--- src/rtl/ppu_vga_core.sv ---
// ppu_vga_core: 640x480 VGA timing generator with a ten-byte parameter file
// loaded over a cfg_stb/cfg_ack handshake and eight selectable test patterns.
// Pattern pixels are registered once (1-cycle latency) and gated onto the
// colour outputs only when the delayed data enable and the consumer agree.
module ppu_vga_core #(
  parameter int CORDW = 10
) (
  input  logic             clk_pix,
  input  logic             sim_rst,
  input  logic             sync,
  input  logic [2:0]       mode,
  input  logic [7:0]       cfg_data,
  input  logic             cfg_stb,
  output logic             cfg_ack,
  output logic [7:0]       pix_data,
  output logic             pix_stb,
  input  logic             pix_ack,
  output logic [1:0]       vga_r,
  output logic [1:0]       vga_g,
  output logic [1:0]       vga_b,
  output logic             hsync,
  output logic             vsync,
  output logic             de,
  output logic [CORDW-1:0] sx,
  output logic [CORDW-1:0] sy
);

  localparam int H_ACT  = 640;
  localparam int H_SS   = 656;
  localparam int H_SE   = 751;
  localparam int H_LAST = 799;
  localparam int V_ACT  = 480;
  localparam int V_SS   = 490;
  localparam int V_SE   = 491;
  localparam int V_LAST = 524;
  localparam int NPARAM = 10;

  logic [CORDW-1:0] sx_reg, sy_reg;
  logic [7:0]       frame_reg;
  logic             line_end, frame_end;

  logic [3:0]       wptr_reg;
  logic [7:0]       p_reg [0:NPARAM-1];
  logic             cfg_ack_reg;
  logic             accept;

  logic [CORDW-1:0] sx_div, sy_div;
  logic [3:0]       col_idx, band_idx;
  logic             border;
  logic [7:0]       pat;

  logic [7:0]       pix_data_reg;
  logic             pix_stb_reg;
  logic             de_q_reg;

  assign line_end  = (sx_reg == CORDW'(H_LAST));
  assign frame_end = line_end && (sy_reg == CORDW'(V_LAST));

  // Raster counters: run free in every phase, wrap at end of line / frame.
  always_ff @(posedge clk_pix or negedge sim_rst) begin
    if (!sim_rst) begin
      sx_reg <= '0;
      sy_reg <= '0;
    end else if (line_end) begin
      sx_reg <= '0;
      sy_reg <= frame_end ? '0 : sy_reg + CORDW'(1);
    end else begin
      sx_reg <= sx_reg + CORDW'(1);
    end
  end

  // Frame counter advances on the single cycle both coordinates wrap.
  always_ff @(posedge clk_pix or negedge sim_rst) begin
    if (!sim_rst)       frame_reg <= 8'd0;
    else if (frame_end) frame_reg <= frame_reg + 8'd1;
  end

  assign hsync = ~((sx_reg >= CORDW'(H_SS)) && (sx_reg <= CORDW'(H_SE)));
  assign vsync = ~((sy_reg >= CORDW'(V_SS)) && (sy_reg <= CORDW'(V_SE)));
  assign de    = (sx_reg < CORDW'(H_ACT)) && (sy_reg < CORDW'(V_ACT));
  assign sx    = sx_reg;
  assign sy    = sy_reg;

  // A byte is taken only while the previous ack is low, so bytes arrive at
  // most every other cycle and a held strobe cannot double-capture.
  assign accept = sync && cfg_stb && !cfg_ack_reg;

  // Parameter file load; leaving the load phase rewinds the write pointer.
  always_ff @(posedge clk_pix or negedge sim_rst) begin
    if (!sim_rst) begin
      wptr_reg    <= 4'd0;
      cfg_ack_reg <= 1'b0;
      for (int i = 0; i < NPARAM; i++) p_reg[i] <= 8'd0;
    end else if (!sync) begin
      wptr_reg    <= 4'd0;
      cfg_ack_reg <= 1'b0;
    end else begin
      cfg_ack_reg <= accept;
      if (accept) begin
        p_reg[wptr_reg] <= cfg_data;
        wptr_reg        <= (wptr_reg == 4'(NPARAM - 1)) ? 4'd0 : wptr_reg + 4'd1;
      end
    end
  end

  assign cfg_ack = cfg_ack_reg;

  assign sx_div = sx_reg >> 6;
  assign sy_div = sy_reg / CORDW'(48);

  // Pattern generator; column and band indices saturate at the last entry.
  always_comb begin
    col_idx  = (sx_div > CORDW'(9)) ? 4'd9 : sx_div[3:0];
    band_idx = (sy_div > CORDW'(9)) ? 4'd9 : sy_div[3:0];
    border   = (sx_reg == '0) || (sx_reg == CORDW'(H_ACT - 1)) ||
               (sy_reg == '0) || (sy_reg == CORDW'(V_ACT - 1));
    pat      = 8'd0;
    case (mode)
      3'd0: pat = p_reg[0];
      3'd1: pat = p_reg[col_idx];
      3'd2: pat = p_reg[band_idx];
      3'd3: pat = (sx_reg[5] ^ sy_reg[5]) ? p_reg[1] : p_reg[2];
      3'd4: pat = (sx_reg[7:0] ^ sy_reg[7:0]) ^ p_reg[9];
      3'd5: pat = sx_reg[7:0] + frame_reg;
      3'd6: pat = border ? p_reg[4] : p_reg[5];
      3'd7: pat = sx_reg[7:0] + sy_reg[7:0] + p_reg[6];
      default: pat = 8'd0;
    endcase
  end

  // Pixel output stage: one cycle behind the counters, muted in load phase.
  always_ff @(posedge clk_pix or negedge sim_rst) begin
    if (!sim_rst) begin
      pix_data_reg <= 8'd0;
      pix_stb_reg  <= 1'b0;
      de_q_reg     <= 1'b0;
    end else begin
      pix_data_reg <= sync ? 8'd0 : (pat & 8'hFC);
      pix_stb_reg  <= !sync && de;
      de_q_reg     <= de;
    end
  end

  assign pix_data = pix_data_reg;
  assign pix_stb  = pix_stb_reg;
  assign {vga_r, vga_g, vga_b} = (de_q_reg && pix_stb_reg && pix_ack) ?
                                 pix_data_reg[7:2] : 6'd0;

endmodule

--- config.mk ---
export PLATFORM = sky130hd
export DESIGN_NAME = ppu_vga_core
export DESIGN_NICKNAME = d
export VERILOG_FILES = /design/src/rtl/ppu_vga_core.sv
export SDC_FILE = /design/constraint.sdc
export NUM_CORES = 1
export LEC_CHECK = 0
export ABC_AREA = 1
export ABC_CLOCK_PERIOD_IN_PS = 2700
export BUFFER_PORTS_ARGS = -buffer_cell sky130_fd_sc_hd__buf_2
export CAP_MARGIN = 10
export CORE_UTILIZATION = 60
export CTS_CLUSTER_SIZE = 16
export DETAILED_ROUTE_END_ITERATION = 7
export PLACE_DENSITY = 0.79
export SYNTH_ARGS = -nofsm -noshare
export SYNTH_HDL_FRONTEND = slang
export SYNTH_SLANG_ARGS = --single-unit
--- constraint.sdc ---
create_clock -name clk_pix -period 2.7 [get_ports clk_pix]
set_input_delay 0.54 -clock clk_pix [delete_from_list [all_inputs] [get_ports clk_pix]]
set_output_delay 0.54 -clock clk_pix [all_outputs]
set_load 0.05 [all_outputs]
==> results.cfg, run 1 <==
[run_status]
outcome = completed

[floorplan]
start_util = 0.620
die_area_um2 = 11700
core_area_um2 = 10900
rows = 38
ios = 55
dieHeight_um = 108
die_x_um = 108

[synthesis]
synth_compound_gate_area_share = 0.173
ys_top_cells_by_area = dfrtp_1 38%, nand2_1 13%, o21ai_0 7.8%
synth_xor_area_frac = 0.0259
synthMuxAreaShare = 0.00334
synthSimpleGateAreaFrac = 0.273
synth-edff-count = 0
synth_top_area_share = 0.382
synth-adder-area-share = 0.0634
yosysUniqueCellTypes = 49
synth_area_um2 = 6750
yosys_warnings = 0
ys_ff_latch = 103
ys_seq_area_frac = 0.382
syn_area_per_cell_um2 = 7.36
yosys_most_used_dff = dfrtp_1
syn_inst = 917
async_reset_ff_frac = 1.00
yosysTopAreaCell = dfrtp_1
synth_top_family_by_area = simple AND/OR/NAND/NOR gates

[sta]
holdWs_ps = 32.0
post-route-period-util = 0.959
rsz0062_at_grt = yes
worst_slew_margin_rel = 0.591
hold_viol = 0
fin_crit_ps = 2590
worst-slew-pin-transition_ps = 609
setup_viol = 0
skew_ps = 6.26
slew_viol_final = 0
max_clock_freq_ghz = 0.386

[global_routing]
antenna_found_initial = 0
grt_pass1_wl_um = 32900
grt.total_usage = 0.384
grt_pass1_vias = 6117
grt_max_degree = 58
overflow = 0

[clocking]
insertion_delay_ps = 400
tritoncts = yes
htree_levels = 3
cts-root-buf = clkbuf_8
cts.sinks = 103
post-cts-setup-buffers = 0
clock_path_buffers = 2
path_clk_slew_ps = 100
cts_buffers = 9

[placed_design]
gp_congestion = 1.07
io_buffers = 52
dp_hpwl_um = 16200
dp.cells = 1127

[power_and_ir_drop]
cellPowerDensity_nw_per_um2 = 450
power.leakage_nw = 3.73
power.total_mw = 3.46
peakVddDrop_uv = 549

[finish]
largest_reg_flops = 62
final_cells = 1143
diodes = 0
nNetsFinal = 1044
layout-drive-gt1-share = 0.153
areaGrowthSynthToFinish_pct = 13.9

[route]
ant_nets = 0
drc = 0
via_per_inst = 5.92
vias = 6766
drt_iter0_markers = 687
drtPass1Iterations = 6
wl_um = 21300
wl_per_cell_um = 18.6

[worst_hold_path]
hp-class = input pin to async pin

[worst_setup_path]
required_ps = 2980
path_class = register to register
critPathMaxFanout = 3
critPathArrivalTime_ps = 2870
cp-start-kind = register
crit_path_end_kind = register

[job]
cap_violations = 0
## layout by cell type (no fill, tap or decap), types with 12 or more instances in the layout
cell      synthesis  final
xor2_1           14     14
ha_1             23     22
buf_4             2     46
nand4_1          23     23
o211ai_1         12     12
inv_1            93     92
o21ai_0         105    102
nor3_1           25     25
buf_2             7     51
a21oi_1          53     51
dfrtp_1         103     99
nor2_1           63     63
nand3_1          56     56
nand2_1         238    237
## through the flow
step | utilization | area (µm²) | setup slack [ps] | setup TNS [ps]
finish | 0.706 | 7690 | 110 | 0
global route | 0.706 | 7690 | -79.6 | -91.1
CTS | 0.703 | 7660 | 50.4 | 0
detailed placement | 0.685 | 7460 | 62.3 | 0
global placement | 0.685 | 7460 | 153 | 0
floorplan | - | 6760 | 17.7 | 0
## cells in the mapped netlist (4+ instances only)
cell      number
fa_1           7
nand4_1       23
nand3_1       56
buf_2          7
nand2_1      238
a21oi_1       53
o211ai_1      12
nor3_1        25
ha_1          23
xor2_1        14
clkbuf_1      20
nor4_1         6
nor2_1        63
inv_2          6
a32o_1         5
nand2_2        4
inv_1         93
dfrtp_1      103
xnor2_1        6
o21ai_0      105
o21a_1         5
## worst max-delay path, cell delays in order (launching register included)
cell	delay (ps)
dfrtp_2	430
fa_1	480
nand2_2	110
inv_2	40
fa_2	350
a21oi_2	160
o21bai_1	100
nor2_1	110
o21ai_1	70
a221oi_1	210
o21ai_1	110
a211oi_2	200
a21oi_1	100
## layer usage
metal,share of wire,vias up,track usage,routed length (µm)
met2,0.43,349,0.568,9260
met1,0.43,3161,0.550,9260
met5,0,-,0,0
met4,0.022,0,0.113,463
met3,0.11,38,0.102,2330
li1,-,3218,-,-
## cell families after synthesis
group / after synthesis
AO/OA/AOI/OAI: 202
XOR/XNOR: 20
adder cells (fa/ha/maj): 30
other: 1
buffers and inverters: 133
AND/OR/NAND/NOR: 426
flip-flops: 103
multiplexers: 2
## timing repair
item                                    4_1_cts  5_1_grt
hold buffers                                  0        0
endpoints found under the setup margin        0        3
resized for setup                             0       10
## power breakdown
part | switching (mW) | internal (mW) | total, mW | leakage, nW
Combinational | 0.384 | 0.218 | 0.602 | 2.28
Clock | 0.574 | 0.430 | 1.00 | 0.0998
Sequential | 0.167 | 1.69 | 1.85 | 1.35
Total | 1.13 | 2.33 | 3.46 | 3.73
## final cells by class
| type | instances | area [µm²] |
|---|---|---|
| inverter | 101 | 379 |
| timing repair buffer | 101 | 681 |
| fill | 925 | 3200 |
| multi-input combinational | 682 | 3670 |
| clock inverter | 7 | 70.1 |
| sequential | 103 | 2580 |
| tap | 140 | 175 |
| clock buffer | 9 | 124 |
## path summary, 6_finish.rpt
check	from	to	slack, ps	depth (start not counted)
hold / removal	sim_rst	frame_reg[3]	30	1
max in group asynchronous	sim_rst	p_reg[67]	2030	2
min in group clk_pix	cfg_data[7]	p_reg[7]	360	3
setup reg to reg	sx[1]	pix_data[5]	110	12
setup / recovery	sx[1]	pix_data[5]	110	12
hold reg to reg	frame_reg[7]	frame_reg[7]	490	1
Note: power is estimated with default switching activity, not from simulation.
==> run 2, diff against run 1 <==
Settings changed: ABC_AREA 1 to unset.
==> run 2 against run 1 <==
Effect of this change: final area increased by 3.3%; critical endpoint is now pix_data[4]; clock skew up 2.9 ps; largest power group unchanged; fmax decreased by 2.3%.
==> results.cfg, run 2 <==
[power_and_ir_drop]
power.leakage_nw = 3.79
p_sw_frac = 0.268
peakVddDrop_uv = 614
p_seq_frac = 0.486
p_int_mw = 2.72
power_frac_comb = 0.145
cellPowerDensity_nw_per_um2 = 469
switching_power_mw = 0.999
pwr-share-clk = 0.369

[run_status]
outcome = completed

[worst_setup_path]
critical-path-top-delay-family = compound AO/OA/AOI/OAI gates
cp-start-kind = register
path_class = register to register
critPathMaxFanout = 3
slowest_delay_ps = 610
required_ps = 2900
critical-path-slowest-cell = fa_1
crit_path_end_kind = register
crit_chain = fa_1 > ha_4 > a21oi_1 > o21a_1 > xor2_1 > o22ai_1 > a211oi_1 > o32ai_1
critical_path_buf_inv_count = 0
critPathArrivalTime_ps = 2850

[route]
dr_wl_met3_um = 1110
wl_um = 19100
drtPass1Iterations = 5
wl_per_cell_um = 22.0
maxUsedRoutingLayer = met4
vias = 5516
drt_iter0_markers = 471
wl_met2_um = 9060
drc = 0
ant_nets = 0
via_per_inst = 6.36
wl_met1_um = 8480

[sta]
worst_slack_ps = 49.7
setup_viol = 0
worst_slew_margin_rel = 0.477
worst-slew-pin-transition_ps = 777
post-route-period-util = 0.982
hold_viol = 0
rsz0062_at_grt = yes
fin_crit_ps = 2650
max_clock_freq_ghz = 0.377
slew_viol_final = 0
skew_ps = 9.17

[job]
cap_violations = 0

[clocking]
tritoncts = yes
cts_buffers = 9
cts.sinks = 103
cts-root-buf = clkbuf_16
cts_hold_buffers = 0
insertion_delay_ps = 360
clock_path_buffers = 2
htree_levels = 3
path_clk_slew_ps = 70

[placed_design]
gp_congestion = 0.954
io_buffers = 52
dp_hpwl_um = 14400
dp.cells = 850
place_ws_ps = -12.6

[synthesis]
synth-edff-count = 0
yosysTopAreaCell = dfrtp_1
ys_seq_area_frac = 0.377
ys_top_cells_by_count = 103 x dfrtp_1, 75 x mux2_2, 43 x nand2_1
yosysUniqueCellTypes = 71
yosys_warnings = 0
synth.most_common_cell = dfrtp_1
syn_inst = 646
syn_area_per_cell_um2 = 10.6
yosys_most_used_dff = dfrtp_1
synth_top_area_share = 0.377
async_reset_ff_frac = 1.00
ys_ff_latch = 103
ys_top_cells_by_area = dfrtp_1 38%, mux2_2 12%, mux2i_1 5.0%
synth_area_um2 = 6840

[floorplan]
start_util = 0.623
die_area_um2 = 11800
ios = 55
die_x_um = 109
dieHeight_um = 109
rows = 38
core_area_um2 = 11000

[finish]
diodes = 0
final_cell_mix = 93 x dfrtp_1, 75 x mux2_2, 54 x buf_4, 51 x buf_2, 43 x nand2_1
largest_reg_flops = 62
nNetsFinal = 768
layout-drive-gt1-share = 0.337
areaGrowthSynthToFinish_pct = 16.0
fin_util = 0.723
final_cells = 867
final_common_cell = dfrtp_1

[global_routing]
grt_pass1_vias = 5492
grt_pass1_wl_um = 30000
antenna_found_initial = 0
grt_max_degree = 48
grt.total_usage = 0.347
overflow = 0

[worst_hold_path]
hp-class = input pin to async pin
==> run 2: cell count changes after synthesis, sizes merged, moves of 12 or more <==
cell	before	now
nand2	244	43
o21ai	107	34
nor2	64	37
and2	0	14
mux2i	0	34
inv	99	6
nand4	23	9
mux2	2	83
buf	12	27
a21oi	53	20
nor3	25	13
xnor2	6	19
nand3	59	18
==> run 2: kinds of logic (layout without fill, tap and decap cells) <==
logic type	after synthesis	after routing	share of synthesized area
fa+ha+maj	31	31	0.0640
simple gates	187	187	0.146
mux	128	128	0.223
xor+xnor	40	40	0.0512
other cells	1	2	0.000548
buf+inv	51	131	0.0364
compound gates	105	105	0.103
flops	103	103	0.377
==> run 2: area by class of cell <==
type	count	area [µm²]
Clock buffer	12	267
Clock inverter	4	51.3
Fill cell	802	3050
Inverter	6	22.5
Multi-Input combinational cell	493	4100
Sequential cell	103	2590
Tap cell	140	175
Timing Repair Buffer	109	732
==> run 2: per-layer routing <==
layer  GRT usage  vias up
li1            -     2502
met1       0.485     2757
met2       0.551      223
met3      0.0550       34
met4       0.116        0
met5           0        -
==> run 2: what timing repair did <==
action / in CTS / in global routing
gates resized for setup: 1 / 15
setup endpoints to repair: 1 / 7
gates cloned: 0 / 0
pin swaps: 0 / 5
setup buffers: 0 / 1
==> run 2: path summary, 6_finish.rpt <==
| path | slack (ps) | end | depth (start not counted) | from |
|---|---|---|---|---|
| max | 50 | pix_data[4] | 8 | sx[3] |
| min | 170 | p_reg[13] | 1 | sim_rst |
| max reg2reg | 50 | pix_data[4] | 8 | sx[3] |
| min reg2reg | 500 | frame_reg[6] | 1 | frame_reg[6] |
| max in group asynchronous | 1870 | sx[2] | 2 | sim_rst |
| min in group clk_pix | 440 | p_reg[25] | 2 | cfg_data[1] |
==> run 2: power by group through the flow <==
| stage | Clock, mW | Sequential (mW) | Combinational, mW |
|---|---|---|---|
| after floorplan | 0 | 1.82 | 0.359 |
| after global placement | 0 | 1.82 | 0.517 |
| after detailed placement | 0 | 1.83 | 0.533 |
| after CTS | 1.39 | 1.80 | 0.538 |
| after global routing | 1.44 | 1.83 | 0.582 |
| final | 1.37 | 1.81 | 0.539 |
==> run 2: metrics by stage <==
step | power [mW] | setup TNS [ps] | hold slack, ps | instance area, µm²
2_1_floorplan | 2.17 | -29.5 | 244 | 6860
3_3_place_gp | 2.34 | 0 | 486 | 7540
3_5_place_dp | 2.36 | -12.6 | 483 | 7540
4_1_cts | 3.73 | 0 | 178 | 7860
5_1_grt | 3.85 | -74.0 | 212 | 7940
6_report | 3.72 | 0 | 165 | 7940
==> run 3, diff against run 2 <==
Settings changed: CTS_BUF_LIST set to sky130_fd_sc_hd__clkbuf_16.
==> run 3 against run 2 <==
Effect of this change: wire length hardly changed; final area down 0.38%; worst setup slack improved by 16 ps; clock power shrank 6%; fmax grew 0.62%; die area stayed put; sequential power about the same; clock skew down 1.3 ps; global-route usage shrank 0.091 points.
==> results.cfg, run 3 (synthesis results as in run 2) <==
[run_status]
outcome = completed

[sta]
worst_slew_margin_rel = 0.458
skew_ps = 7.89
max_clock_freq_ghz = 0.380
rsz0062_at_grt = yes
fin_crit_ps = 2630
setup_viol = 0
holdWs_ps = 164
slew_viol_final = 0
hold_viol = 0
worst_slack_ps = 65.9
post-route-period-util = 0.976
worst-slew-pin-transition_ps = 805

[finish]
layout-drive-gt1-share = 0.334
fillers = 801
final_common_cell = dfrtp_1
final_area_um2 = 7910
nNetsFinal = 768
diodes = 0
final_cell_mix = 93 x dfrtp_1, 75 x mux2_2, 54 x buf_4, 51 x buf_2, 43 x nand2_1
areaGrowthSynthToFinish_pct = 15.5
largest_reg_flops = 62

[worst_setup_path]
cp-start-kind = register
reg2reg_depth = 8
critPathArrivalTime_ps = 2930
required_ps = 3000
path_class = register to register
r2r_slack_ps = 70
r2r_end = pix_data[3]
critPathMaxFanout = 3
worstReg2RegStart = sy[1]
crit_path_end_kind = register

[floorplan]
die_area_um2 = 11800
ios = 55
rows = 38
dieHeight_um = 109
start_util = 0.623
die_x_um = 109
core_area_um2 = 11000

[global_routing]
grt_pass1_wl_um = 29900
grt_pass1_vias = 5472
antenna_found_initial = 0
grt_max_degree = 48
overflow = 0
grt.total_usage = 0.346

[clocking]
cts_buffers = 9
clock_path_buffers = 2
cts-root-buf = clkbuf_16
cts.sinks = 103
tritoncts = yes
path_clk_slew_ps = 70
insertion_delay_ps = 360
htree_levels = 3
cts_hold_buffers = 0

[power_and_ir_drop]
cellPowerDensity_nw_per_um2 = 461
pwr-share-clk = 0.355
power.leakage_nw = 3.77
p_seq_frac = 0.498
switching_power_mw = 1.01
p_sw_frac = 0.276
peakVddDrop_uv = 618
p_int_mw = 2.64
power_frac_comb = 0.147

[route]
drt_iter0_markers = 478
via_per_inst = 6.36
ant_nets = 0
drc = 0
vias = 5512
drtPass1Iterations = 4
wl_per_cell_um = 22.0
wl_um = 19100

[job]
cap_violations = 0

[placed_design]
io_buffers = 52
place_ws_ps = -12.6
dp_hpwl_um = 14400
gp_congestion = 0.954
placed_area_um2 = 7540

[worst_hold_path]
hp-class = input pin to async pin
==> run 3: cell count changes in the layout (fill, tap and decap cells not counted), sizes merged <==
cell    before  now
clkbuf      12    9
clkinv       1    4
==> run 3: worst max path at each step <==
stage,to,depth (start not counted),from,slack (ps)
floorplan,pix_data[5],9,sy[1],-30
global placement,pix_data[5],9,sx[1],8
detailed placement,pix_data[5],9,sx[1],-10
CTS,pix_data[5],9,sx[1],4
global route,pix_data[2],8,sy[1],-30
finish,pix_data[3],8,sy[1],70
==> run 3: worst max-delay path: stages, from the launching register on <==
cell	delay, ps
dfrtp_2	420
fa_1	500
nor2b_2	180
fa_2	380
buf_4	150
xor2_1	140
a21oi_1	90
or4b_2	630
nand3_1	90
==> run 3: cell type report <==
class                   count  area (µm²)  area share
clock buffers               9         225      0.0285
clock inverters             7        62.6     0.00791
inverters                   6        22.5     0.00285
multi-input cells         493        4100       0.518
flip-flops and latches    103        2590       0.328
well taps                 140         175      0.0222
repair buffers            109         732      0.0926
==> run 3: layer usage <==
layer  share of wire  routed length (µm)  GRT usage  vias up
met2            0.47                8960      0.543      227
met3           0.064                1220     0.0681       32
met4           0.022                 424      0.104        0
met1            0.44                8490      0.486     2754
li1                -                   -          -     2499
met5               0                   0          0        -
==> run 3: power by group through the flow <==
stage               Clock, mW  Combinational, mW  Sequential [mW]
finish                   1.29              0.537             1.81
detailed placement          0              0.533             1.83
global route             1.36              0.581             1.83
floorplan                   0              0.359             1.82
global placement            0              0.517             1.82
CTS                      1.30              0.538             1.80
==> run 3: what timing repair did <==
action                                  4_1_cts  5_1_grt
pin swaps                                     0        8
gates resized for setup                       1       15
setup buffers                                 0        1
endpoints found under the setup margin        1        7
==> run 3: through the flow <==
| stage | setup TNS, ps | total power, mW | utilization | std cells |
|---|---|---|---|---|
| finish | 0 | 3.64 | 0.720 | 867 |
| global route | -53.7 | 3.77 | 0.720 | 867 |
| CTS | 0 | 3.65 | 0.713 | 866 |
| detailed placement | -12.6 | 2.36 | 0.686 | 850 |
| global placement | 0 | 2.34 | 0.686 | 850 |
| floorplan | -29.5 | 2.17 | - | 647 |
